===== src/rtl/exchange_judge_pkg.sv =====
// Shared widths, types and state encoding for the replica-exchange decision stage.
package exchange_judge_pkg;

  localparam int unsigned dist_bit     = 16;
  localparam int unsigned beta_bit     = 16;
  localparam int unsigned city_div     = 4;
  localparam int unsigned city_div_log = 2;
  localparam int unsigned nlog_bit     = 12;

  typedef logic [dist_bit-1:0]          distance_t;
  typedef logic [beta_bit-1:0]          beta_t;
  typedef logic [dist_bit+beta_bit-1:0] product_t;

  typedef enum logic [1:0] {
    NOP  = 2'd0,
    PREV = 2'd1,
    FOLW = 2'd2,
    SELF = 2'd3
  } exchange_command_t;

  typedef enum logic [2:0] {
    ST_IDLE,
    ST_CALC,
    ST_JUDGE,
    ST_ISSUE,
    ST_XFER
  } judge_state_t;

endpackage


===== src/rtl/exchange_judge_nlog_rom.sv =====
// 256-entry table of -ln((i+0.5)/256)*256, rounded; indexed by the LFSR low byte.
module nlog_rom
  import exchange_judge_pkg::*;
(
  input  logic [7:0]          index,
  output logic [nlog_bit-1:0] value
);

  logic [nlog_bit-1:0] rom [256];

  // Entries are elaborated constants, so this reduces to a plain lookup table.
  for (genvar i = 0; i < 256; i++) begin : g_rom
    localparam int ENTRY = int'(-$ln((real'(i) + 0.5) / 256.0) * 256.0);
    assign rom[i] = nlog_bit'(ENTRY);
  end

  assign value = rom[index];

endmodule


===== src/rtl/exchange_judge.sv =====
// Parallel-tempering Metropolis judgement for one replica pair, then route-transfer tracking.
module exchange_judge
  import exchange_judge_pkg::*;
#(
  parameter logic [15:0] SEED = 16'hACE1
) (
  input  logic                clk,
  input  logic                reset,
  input  logic                start,
  input  logic [dist_bit-1:0] distance_lo,
  input  logic [dist_bit-1:0] distance_hi,
  input  logic [beta_bit-1:0] delta_beta,
  input  logic                xfer_valid,
  output exchange_command_t   command_lo,
  output exchange_command_t   command_hi,
  output logic                busy,
  output logic                done,
  output logic                swapped
);

  judge_state_t        state, state_d;
  exchange_command_t   command_lo_d, command_hi_d;
  logic                busy_d, done_d, swapped_d;

  distance_t           dist_lo_q, dist_hi_q;
  beta_t               beta_q;
  logic [15:0]         lfsr;
  product_t            prod_q;
  logic                worse_q;
  logic [nlog_bit-1:0] nlog_q, nlog_val;
  logic [city_div_log-1:0] count;

  logic      accept, last_word, worse, swap, feedback;
  distance_t diff;

  // The done cycle is already IDLE, so a start there must be masked explicitly.
  assign accept    = (state == ST_IDLE) && start && !done;
  assign last_word = (state == ST_XFER) && xfer_valid &&
                     (count == city_div_log'(city_div - 1));
  assign diff      = dist_lo_q - dist_hi_q;
  assign worse     = dist_hi_q > dist_lo_q;
  assign swap      = worse_q | (prod_q <= product_t'(nlog_q));
  assign feedback  = lfsr[15] ^ lfsr[13] ^ lfsr[12] ^ lfsr[10];

  nlog_rom u_nlog_rom (
    .index (lfsr[7:0]),
    .value (nlog_val)
  );

  always_comb begin
    state_d      = state;
    command_lo_d = command_lo;
    command_hi_d = command_hi;
    swapped_d    = swapped;
    case (state)
      ST_IDLE:  if (accept) state_d = ST_CALC;
      ST_CALC:  state_d = ST_JUDGE;
      ST_JUDGE: begin
        state_d      = ST_ISSUE;
        command_lo_d = swap ? FOLW : SELF;
        command_hi_d = swap ? PREV : SELF;
        swapped_d    = swap;
      end
      ST_ISSUE: begin
        state_d      = ST_XFER;
        command_lo_d = NOP;
        command_hi_d = NOP;
      end
      ST_XFER:  if (last_word) state_d = ST_IDLE;
      default:  state_d = ST_IDLE;
    endcase
    busy_d = (state_d != ST_IDLE);
    done_d = last_word;
  end

  always_ff @(posedge clk or posedge reset) begin
    if (reset) begin
      state      <= ST_IDLE;
      command_lo <= NOP;
      command_hi <= NOP;
      busy       <= 1'b0;
      done       <= 1'b0;
      swapped    <= 1'b0;
    end else begin
      state      <= state_d;
      command_lo <= command_lo_d;
      command_hi <= command_hi_d;
      busy       <= busy_d;
      done       <= done_d;
      swapped    <= swapped_d;
    end
  end

  always_ff @(posedge clk or posedge reset) begin
    if (reset) begin
      dist_lo_q <= '0;
      dist_hi_q <= '0;
      beta_q    <= '0;
      lfsr      <= SEED;
      prod_q    <= '0;
      worse_q   <= 1'b0;
      nlog_q    <= '0;
      count     <= '0;
    end else begin
      if (accept) begin
        dist_lo_q <= distance_lo;
        dist_hi_q <= distance_hi;
        beta_q    <= delta_beta;
        lfsr      <= {lfsr[14:0], feedback};
      end
      if (state == ST_CALC) begin
        worse_q <= worse;
        prod_q  <= worse ? '0 : product_t'(diff) * product_t'(beta_q);
        nlog_q  <= nlog_val;
      end
      if ((state == ST_XFER) && xfer_valid)
        count <= last_word ? '0 : count + 1'b1;
    end
  end

endmodule


===== config.mk =====
export PLATFORM = sky130hd
export DESIGN_NAME = exchange_judge
export DESIGN_NICKNAME = d
export VERILOG_FILES = /design/src/rtl/exchange_judge_pkg.sv /design/src/rtl/exchange_judge_nlog_rom.sv /design/src/rtl/exchange_judge.sv
export SDC_FILE = /design/constraint.sdc
export NUM_CORES = 1
export LEC_CHECK = 0
export ABC_AREA = 0
export CAP_MARGIN = 20
export CORE_ASPECT_RATIO = 1.25
export CORE_MARGIN = 5
export CORE_UTILIZATION = 53
export CTS_CLUSTER_SIZE = 40
export DETAILED_ROUTE_END_ITERATION = 6
export PLACE_DENSITY = 0.82
export SETUP_SLACK_MARGIN = 0.1
export SLEW_MARGIN = 20
export SYNTH_ARGS = -nofsm -noshare
export SYNTH_HDL_FRONTEND = slang
export SYNTH_SLANG_ARGS = --single-unit

===== constraint.sdc =====
create_clock -name clk -period 11 [get_ports clk]
set_clock_uncertainty 0.1 [all_clocks]
set_input_delay 3.3 -clock clk [delete_from_list [all_inputs] [get_ports clk]]
set_output_delay 3.3 -clock clk [all_outputs]
set_load 0.1 [all_outputs]

After elaboration in Yosys (flattened, before gate mapping)
Memory sizes are Yosys's and may differ from the RTL's. A register that Yosys moved wholly into a read port is not among the register bits.
Cells that the tools add are included.
{"block": "classes", "n_mux": 9, "n_mul": 1, "order_cmp": 2, "n_bitwise": 5, "eq_ne": 5, "div_mod_pow": 0, "n_addsub": 2, "n_shift": 0, "n_reduce_logical": 8}
{"operator": "less-or-equal comparator 32 x 12 -> 1 bit", "n": 1}
{"operator": "multiplier 16 x 16 -> 32 bit", "n": 1}
{"operator": "2-to-1 mux 32 bit", "n": 1}
{"operator": "greater-than comparator 16 bit", "n": 1}
{"operator": "subtractor 16 bit", "n": 1}
{"operator": "case mux 3 bit (5 select lines)", "n": 1}
{"operator": "NOT 8 -> 9 bit", "n": 1}
{"operator": "case mux 2 bit (2 select lines)", "n": 2}
{"operator": "== test 3 x 2 -> 1 bit (second input constant)", "n": 2}
{"operator": "2-to-1 mux 3 bit", "n": 2}
{"operator": "logical AND 1 bit", "n": 4}
{"operator": "2-to-1 mux 2 bit", "n": 2}
{"operator": "== test 3 x 1 -> 1 bit (second input constant)", "n": 1}
{"operator": "== test 3 bit (second input constant)", "n": 1}
{"operator": "logical NOT 3 bit", "n": 1}
{"operator": "nonzero test 3 bit", "n": 1}
{"operator": "XOR 1 bit", "n": 3}
{"operator": "adder 2 x 1 -> 2 bit (second input constant)", "n": 1}
{"operator": "== test 2 bit (second input constant)", "n": 1}
{"operator": "nonzero test 2 bit", "n": 1}
{"operator": "logical NOT 1 bit", "n": 1}
{"operator": "2-to-1 mux 1 bit", "n": 1}
{"operator": "OR 1 bit", "n": 1}
{"block": "word_totals", "input_bits": 52, "latchBits": 0, "ff_bits": 109, "memories": 1, "out_inout_bits": 7, "romBits": 3072, "word_cells": 46, "ramBits": 0}
{"memory": "(name not given)", "words": 256, "word_bits": 12, "read_ports": 1, "rd_ports_with_merged_regs": 1, "write_ports": 0, "line_no": "exchange_judge_nlog_rom.sv:17", "source": "assign value = rom[index];"}

Logic depth before layout (Yosys ltp)
Gate-level depths: netlist of run 1.
{"block": "depth", "ltp_word": 6, "mapped_depth": 35, "ltp_nobuf": 33}

Hierarchy
Synthesis of run 1 repeated with hierarchy kept, for this count alone.
{"block": "unflattened", "cells_unflattened": 1952, "area_unflattened_um2": 17157.7}
{"module": "exchange_judge", "cells_per_inst": 1524, "area_each_um2": 14513.9, "n_inst": 1, "seq_area_each_um2": 2987.9}
{"module": "nlog_rom", "cells_per_inst": 428, "area_each_um2": 2643.8, "n_inst": 1, "seq_area_each_um2": 0.0}

Worst setup path after synthesis of run 1
No wires, ideal clock.
{"block": "synth_path", "path_kind": "flip-flop to flip-flop", "start": "register dist_lo_q[0]", "end": "register prod_q[30]", "n_path_buf": 1, "setup_slack_ns": 2.946, "path_stages_with_launch": 33, "required_time_ns": 10.778, "setup_time_ns": 0.122, "synth_period_minus_slack_ns": 8.054, "arrival_time_ns": 7.832, "cell_sequence": "dfrtp_1 > inv_1 > ha_1 > fa_1 > nor2b_1 > o31a_1 > o211a_1 > or2_1 > a21o_1 > a21o_1 > a21oi_1 > xnor2_1 > clkbuf_1 > nand2_1 > fa_1 > fa_1 > inv_1 > fa_1 > inv_1 > fa_1 > inv_1 > fa_1 > fa_1 > ha_1 > nand4_1 > nor2_1 > a211o_1 > a31o_4 > a211oi_4 > o21ai_2 > a2111oi_4 > o21bai_1 > a32o_1"}
{"block": "synth_via", "elab_chain_len": 3, "elab_cells_between_ends": 4, "classes_between": "1 x add/sub; 1 x mul; 1 x order compare; 1 x mux"}
{"element": "start, declared", "line_no": "exchange_judge.sv:25", "source": "distance_t dist_lo_q, dist_hi_q;"}
{"element": "start signal, assigned", "line_no": "exchange_judge.sv:106", "source": "dist_lo_q <= distance_lo;"}
{"element": "subtractor 16 bit", "line_no": "exchange_judge.sv:40", "source": "assign diff = dist_lo_q - dist_hi_q;"}
{"element": "multiplier 16 x 16 -> 32 bit", "line_no": "exchange_judge.sv:113", "source": "prod_q <= worse ? '0 : product_t'(diff) * product_t'(beta_q);"}
{"element": "2-to-1 mux 32 bit (*)", "line_no": "exchange_judge.sv:113"}
{"element": "end signal, assigned", "line_no": "exchange_judge.sv:113"}
{"element": "end, declared", "line_no": "exchange_judge.sv:28", "source": "product_t prod_q;"}
Mark *: on every way between the ends. The rest lies on a longest branch, timed or not.
A chain may end at the register's enable or synchronous reset.

Worst setup path after layout of run 1
Same ends and word-level chain as after synthesis.

==> flow_metrics.env, run 1 <==
export IMPL_wl_mm=42.5
export IMPL_grt_pass1_vias=14400
export IMPL_min_path_type="reg -> reg"
export IMPL_ctsHoldBuffers=0
export IMPL_die_y_um=207
export IMPL_multiInputGateArea_mm2=0.0120
export IMPL_synth_top_cell_area_share=0.238
export IMPL_cts_root_buf="clkbuf_16"
export IMPL_crit_fanout=16
export IMPL_pin_count=59
export IMPL_clock_sinks=118
export IMPL_synth_fp_nets=2317
export IMPL_max_freq_ghz=0.115
export IMPL_hold_viol_final=0
export IMPL_synth_most_common_cell="inv_1"
export IMPL_clock_tree_buffer_depth=2
export IMPL_regArea_mm2=0.00297
export IMPL_post_route_period_util=0.789
export IMPL_finalSetupTns_ns=0
export IMPL_gp_congestion=0.949
export IMPL_rsz0062_at_grt="no"
export IMPL_synth_area_leader_cell="fa_1"
export IMPL_routed_via_density=5.93
export IMPL_status="completed"
export IMPL_area_growth_pct=8.78
export IMPL_crit_top_cell="fa_1"
export IMPL_syn_cell_area_mm2=0.0164
export IMPL_nNetsFinal=2292
export IMPL_gr_total_overflow=0
export IMPL_finalNonFillerCells=2321
export IMPL_path_clk_slew_ns=0.07
export IMPL_htree_levels=4
export IMPL_io_buffers=58
export IMPL_synth_cells=1926
export IMPL_nFillCells=2649
export IMPL_tightest_slew_ns=1.16
export IMPL_critPathLaunchType="register"
export IMPL_drv_slew=0
export IMPL_synth_edf_count=0
export IMPL_num_rows=72
export IMPL_setup_viol=0
export IMPL_ys_warn_count=0
export IMPL_first_pass_iters=7
export IMPL_postCtsResizedCells=0
export IMPL_cts_tree="yes"
export IMPL_post_cts_buffers=0
export IMPL_crit_arrival_ns=8.90
export IMPL_grtUsageTotal=0.250
export IMPL_cp_required_ns=11.22
export IMPL_async_flop_share=1.00
export IMPL_slew_headroom=0.220
export IMPL_start_util=0.533
export IMPL_wire_per_inst_um=18.3
export IMPL_insertion_delay_ns=0.43
export IMPL_drive_gt1_frac=0.0679
export IMPL_synth_avg_cell_area_um2=8.53
export IMPL_crit_type="reg -> reg"
export IMPL_detail_route_antenna_nets=0
export IMPL_maxCapViolations=0
export IMPL_fin_crit_ns=8.68
export IMPL_placedCellCount=2289
export IMPL_grt_max_degree=91
export IMPL_diodes=0
export IMPL_antenna_found_initial=0
export IMPL_synth_top_flop_cell="dfrtp_1"
export IMPL_crit_path_top_delay_cell="fa_1"
export IMPL_cts_buffers=17
export IMPL_cp_end_kind="register"
export IMPL_via_count=13800
export IMPL_die_area_mm2=0.0346
export IMPL_slowest_delay_ns=0.56
export IMPL_die_w_um=167
export IMPL_synth_area_leaders="fa_1 24%, dfrtp_1 17%, ha_1 11%"
export IMPL_synth_distinct_cells=75
export IMPL_drc=0
export IMPL_dp_hpwl_mm=31.0
export IMPL_synth_seq_area_share=0.180
export IMPL_drt_iter0_drc=1166
export IMPL_ys_ff_latch=118
export IMPL_coreArea_mm2=0.0308
export IMPL_yosys_top_cells_count="274 x inv_1, 272 x nand2_1, 195 x fa_1"
export IMPL_grt_pass1_wl_mm=71.1
[logic make-up (layout without fill, tap and decap cells)]
group / count (synthesis) / count (layout) / share of synthesized area
buf+inv: 398 / 386 / 0.0915
compound gates: 415 / 415 / 0.162
flops: 118 / 118 / 0.180
simple gates: 565 / 565 / 0.161
xor+xnor: 42 / 42 / 0.0224
fa+ha+maj: 339 / 339 / 0.347
mux: 49 / 49 / 0.0353
[worst paths after layout]
check	from	slack (ns)	to	cells after the start
setup / recovery	dist_lo_q[0]	2.32	prod_q[30]	32
hold / removal	prod_q[13]	0.38	prod_q[13]	2
setup reg to reg	dist_lo_q[0]	2.32	prod_q[30]	32
hold reg to reg	prod_q[13]	0.38	prod_q[13]	2
max in group asynchronous	reset	6.54	lfsr[2]	3
min in group asynchronous	reset	3.14	beta_q[15]	2
[cell usage in the layout, fill, tap and decap left out, types with 14 or more instances in the layout]
master,count
clkdlybuf4s50_1,58
and2_1,89
nand3_1,27
a211oi_1,16
and3_1,15
nor2_1,65
inv_1,273
clkbuf_16,17
nor3_1,18
a21oi_1,98
a31oi_1,23
dfrtp_1,107
o21a_1,14
o21ai_0,91
mux2_2,42
xnor2_1,31
ha_1,144
a21o_1,21
nand2_1,272
o22ai_1,14
nor2b_1,30
buf_4,18
o21ai_1,32
fa_1,195
nand2b_1,21
o211ai_1,18
o31ai_1,19
[metal layers]
| layer | global-route usage | wire, µm | share of wire | up-vias |
|---|---|---|---|---|
| li1 | - | - | - | 6283 |
| met1 | 0.305 | 16200 | 0.38 | 6745 |
| met2 | 0.440 | 21700 | 0.51 | 596 |
| met3 | 0.0364 | 2810 | 0.066 | 136 |
| met4 | 0.115 | 1810 | 0.043 | 0 |
| met5 | 0 | 0 | 0 | - |
[worst max-delay path: cells and delay by family (launching register included)]
kind	cells	cell delay (ns)
buf+inv	5	0.52
simple gates	5	0.71
flops	1	0.36
xor+xnor	1	0.13
fa+ha+maj	9	3.96
compound gates	12	2.79
[stage by stage]
stage / worst slack (ns) / hold slack (ns) / cell area (µm²) / utilization
2_1_floorplan: 2.95 / 0.341 / 16400 / -
3_3_place_gp: 2.74 / 0.360 / 17200 / 0.559
3_5_place_dp: 2.41 / 0.362 / 17200 / 0.559
4_1_cts: 2.39 / 0.376 / 17900 / 0.579
5_1_grt: 1.94 / 0.395 / 17900 / 0.580
6_report: 2.32 / 0.377 / 17900 / 0.580
[flip-flops by register name, indices dropped and copies added, names as in the netlist]
name,flops
beta_q,16
busy,1
command_hi,1
command_lo,1
count,2
dist_hi_q,16
dist_lo_q,16
done,1
lfsr,16
nlog_q,11
prod_q,32
state,3
swapped,1
worse_q,1
[final cells by class]
class                   instances  area share
well taps                     407      0.0285
clock inverters                15      0.0107
flip-flops and latches        118       0.166
multi-input cells            1410       0.672
repair buffers                 77      0.0407
clock buffers                  17      0.0238
inverters                     277      0.0583
Power of run 1 is left out: the tool's default activity adds up to more than one toggle a clock period on the data nets, which glitch-free logic cannot reach.
==> inputs of run 2 (changes only) <==
==> constraint.sdc (replaced) <==
create_clock -name clk -period 8 [get_ports clk]
set_clock_uncertainty 0.1 [all_clocks]
set_input_delay 2.4 -clock clk [delete_from_list [all_inputs] [get_ports clk]]
set_output_delay 2.4 -clock clk [all_outputs]
set_load 0.1 [all_outputs]
==> run 2 against run 1 <==
  * The flow now finishes with violations (setup timing)
  * Design area rose by 4.4%
  * Setup slack got worse by 2.4 ns
  * Die area stayed put
  * Non-clock buffer count up 64
  * Routed wire length is 9.0% higher
  * First-iteration DRC count grew 22%
  * Via count is 4.6% higher
  * Sequential share of layout area shrank 0.71 points
  * Utilization grew 2.6 points
  * Global-route usage rose by 0.76 points
  * Count of clock-buffer cells in the layout unchanged
  * Hold slack lost 0.0069 ns
  * Critical endpoint is now prod_q[28]
  * Highest routed layer unchanged
==> flow_metrics.env, run 2 (same netlist as run 1, synthesis figures left out) <==
export IMPL_status="complete, but fails checks"
export IMPL_violations="setup timing"
export IMPL_antenna_found_initial=0
export IMPL_path_clk_slew_ns=0.07
export IMPL_placed_cell_area_mm2=0.0175
export IMPL_cp_end_kind="register"
export IMPL_rrSetupSlack_ns=-0.06
export IMPL_drt_iter0_drc=1421
export IMPL_nFillCells=2486
export IMPL_hold_end="worse_q"
export IMPL_grtUsageTotal=0.257
export IMPL_htree_levels=4
export IMPL_reg2reg_depth=34
export IMPL_hold_depth=2
export IMPL_fin_crit_ns=8.06
export IMPL_gp_congestion=0.920
export IMPL_hold_viol_final=0
export IMPL_insertion_delay_ns=0.44
export IMPL_tightest_slew_ns=0.983
export IMPL_worst_path_buf_inv=9
export IMPL_first_pass_iters=6
export IMPL_routed_via_density=6.04
export IMPL_grt_max_degree=91
export IMPL_ctsHoldBuffers=0
export IMPL_r2r_end="prod_q[28]"
export IMPL_gr_total_overflow=0
export IMPL_drc=0
export IMPL_min_path_type="reg -> reg"
export IMPL_num_rows=72
export IMPL_cts_buffers=17
export IMPL_crit_top_cell="fa_1"
export IMPL_grt_pass1_wl_mm=73.4
export IMPL_min_from="worse_q"
export IMPL_regMostFlops="prod_q"
export IMPL_wire_per_inst_um=19.4
export IMPL_io_buffers=58
export IMPL_coreArea_mm2=0.0308
export IMPL_cts_root_buf="clkbuf_16"
export IMPL_final_cell_mix="268 x nand2_1, 265 x inv_1, 189 x fa_1, 135 x ha_1, 107 x dfrtp_1"
export IMPL_wl_mm=46.3
export IMPL_start_util=0.533
export IMPL_nNetsFinal=2356
export IMPL_crit_path_top_delay_cell="fa_1"
export IMPL_crit_type="reg -> reg"
export IMPL_r2r_start="dist_lo_q[0]"
export IMPL_via_count=14400
export IMPL_slowest_delay_ns=0.57
export IMPL_stdcell_area_mm2=0.0187
export IMPL_die_area_mm2=0.0346
export IMPL_detail_route_antenna_nets=0
export IMPL_clock_sinks=118
export IMPL_pin_count=59
export IMPL_rsz0062_at_grt="yes"
export IMPL_drive_gt1_frac=0.124
export IMPL_cp_top_family="adder cells"
export IMPL_die_y_um=207
export IMPL_post_route_period_util=1.01
export IMPL_maxCapViolations=0
export IMPL_dp_hpwl_mm=32.0
export IMPL_die_w_um=167
export IMPL_diodes=0
export IMPL_drv_slew=0
export IMPL_setup_viol=3
export IMPL_crit_fanout=10
export IMPL_grt_pass1_vias=14800
export IMPL_cts_tree="yes"
export IMPL_cp_required_ns=8.22
export IMPL_critPathLaunchType="register"
export IMPL_area_growth_pct=13.6
export IMPL_layout_commonest_cell="nand2_1"
export IMPL_max_freq_ghz=0.124
export IMPL_slew_headroom=0.343
export IMPL_clock_tree_buffer_depth=2
export IMPL_crit_arrival_ns=8.29
export IMPL_largest_reg_flops=32
export IMPL_fin_ws_ns=-0.0633
-- run 2: changes by cell type in the layout (fill, tap and decap cells not counted), sizes merged --
cell | before | now
buf | 19 | 83
clkinvlp | 2 | 1
inv | 284 | 285
-- run 2: per-stage QoR --
| step | cells | worst slack [ns] | utilization | hold WS (ns) | setup TNS (ns) |
|---|---|---|---|---|---|
| detailed placement | 2319 | -0.244 | 0.568 | 0.360 | -1.20 |
| CTS | 2372 | -0.0881 | 0.596 | 0.374 | -0.202 |
| global placement | 2319 | 0.0126 | 0.568 | 0.359 | 0 |
| finish | 2385 | -0.0633 | 0.606 | 0.370 | -0.109 |
| global route | 2385 | -0.331 | 0.606 | 0.409 | -2.24 |
| floorplan | 1926 | 0.127 | - | 0.341 | 0 |
-- run 2: worst max-delay path by stage --
stage | slack (ns) | from | cells after the start | endpoint
floorplan | 0.13 | dist_lo_q[0] | 32 | prod_q[30]
global placement | 0.01 | dist_lo_q[0] | 32 | prod_q[30]
detailed placement | -0.24 | dist_lo_q[0] | 32 | prod_q[30]
CTS | -0.09 | dist_lo_q[0] | 32 | prod_q[30]
global route | -0.33 | dist_hi_q[0] | 33 | prod_q[28]
finish | -0.06 | dist_lo_q[0] | 34 | prod_q[28]
-- run 2: layout make-up --
class	count	area, µm²	share of cell area
multi-input combinational	1410	12300	0.658
sequential	118	2970	0.159
clock inverter	15	191	0.0103
inverter	277	1040	0.0558
clock buffer	17	425	0.0228
timing repair buffer	141	1240	0.0665
tap	407	509	0.0273
-- run 2: routing by layer --
| metal | up-vias | part of all wire | GRT usage |
|---|---|---|---|
| met5 | - | 0 | 0 |
| met2 | 717 | 0.50 | 0.460 |
| met3 | 225 | 0.075 | 0.0345 |
| li1 | 6394 | - | - |
| met4 | 0 | 0.055 | 0.121 |
| met1 | 7061 | 0.37 | 0.309 |
-- run 2: repair_timing --
action	CTS	global route
endpoints found under the hold margin	0	0
gates cloned	0	1
setup buffers	21	13
setup endpoints to repair	12	17
resized for setup	29	41
pin swaps	43	61
-- run 2: worst register-to-register path, delay by kind of cell, from the launching register on --
family	cells	cell delay (ns)
adder cells (fa/ha/maj)	9	3.69
AO/OA/AOI/OAI	8	1.93
buffers and inverters	9	0.84
AND/OR/NAND/NOR	6	0.83
flip-flops	1	0.37
XOR/XNOR	2	0.22
Power of run 2 is left out for the same reason.
==> inputs of run 3 (changes only) <==
--- a/config.mk
+++ b/config.mk
@@ -14,7 +14,7 @@
 export DETAILED_ROUTE_END_ITERATION = 6
 export PLACE_DENSITY = 0.82
 export SETUP_SLACK_MARGIN = 0.1
-export SLEW_MARGIN = 20
+export SLEW_MARGIN = 10
 export SYNTH_ARGS = -nofsm -noshare
 export SYNTH_HDL_FRONTEND = slang
 export SYNTH_SLANG_ARGS = --single-unit
==> results of run 3 <==
No change in the layout: final DEF, timing and power equal those of run 2.
Power of run 3 is left out for the same reason.
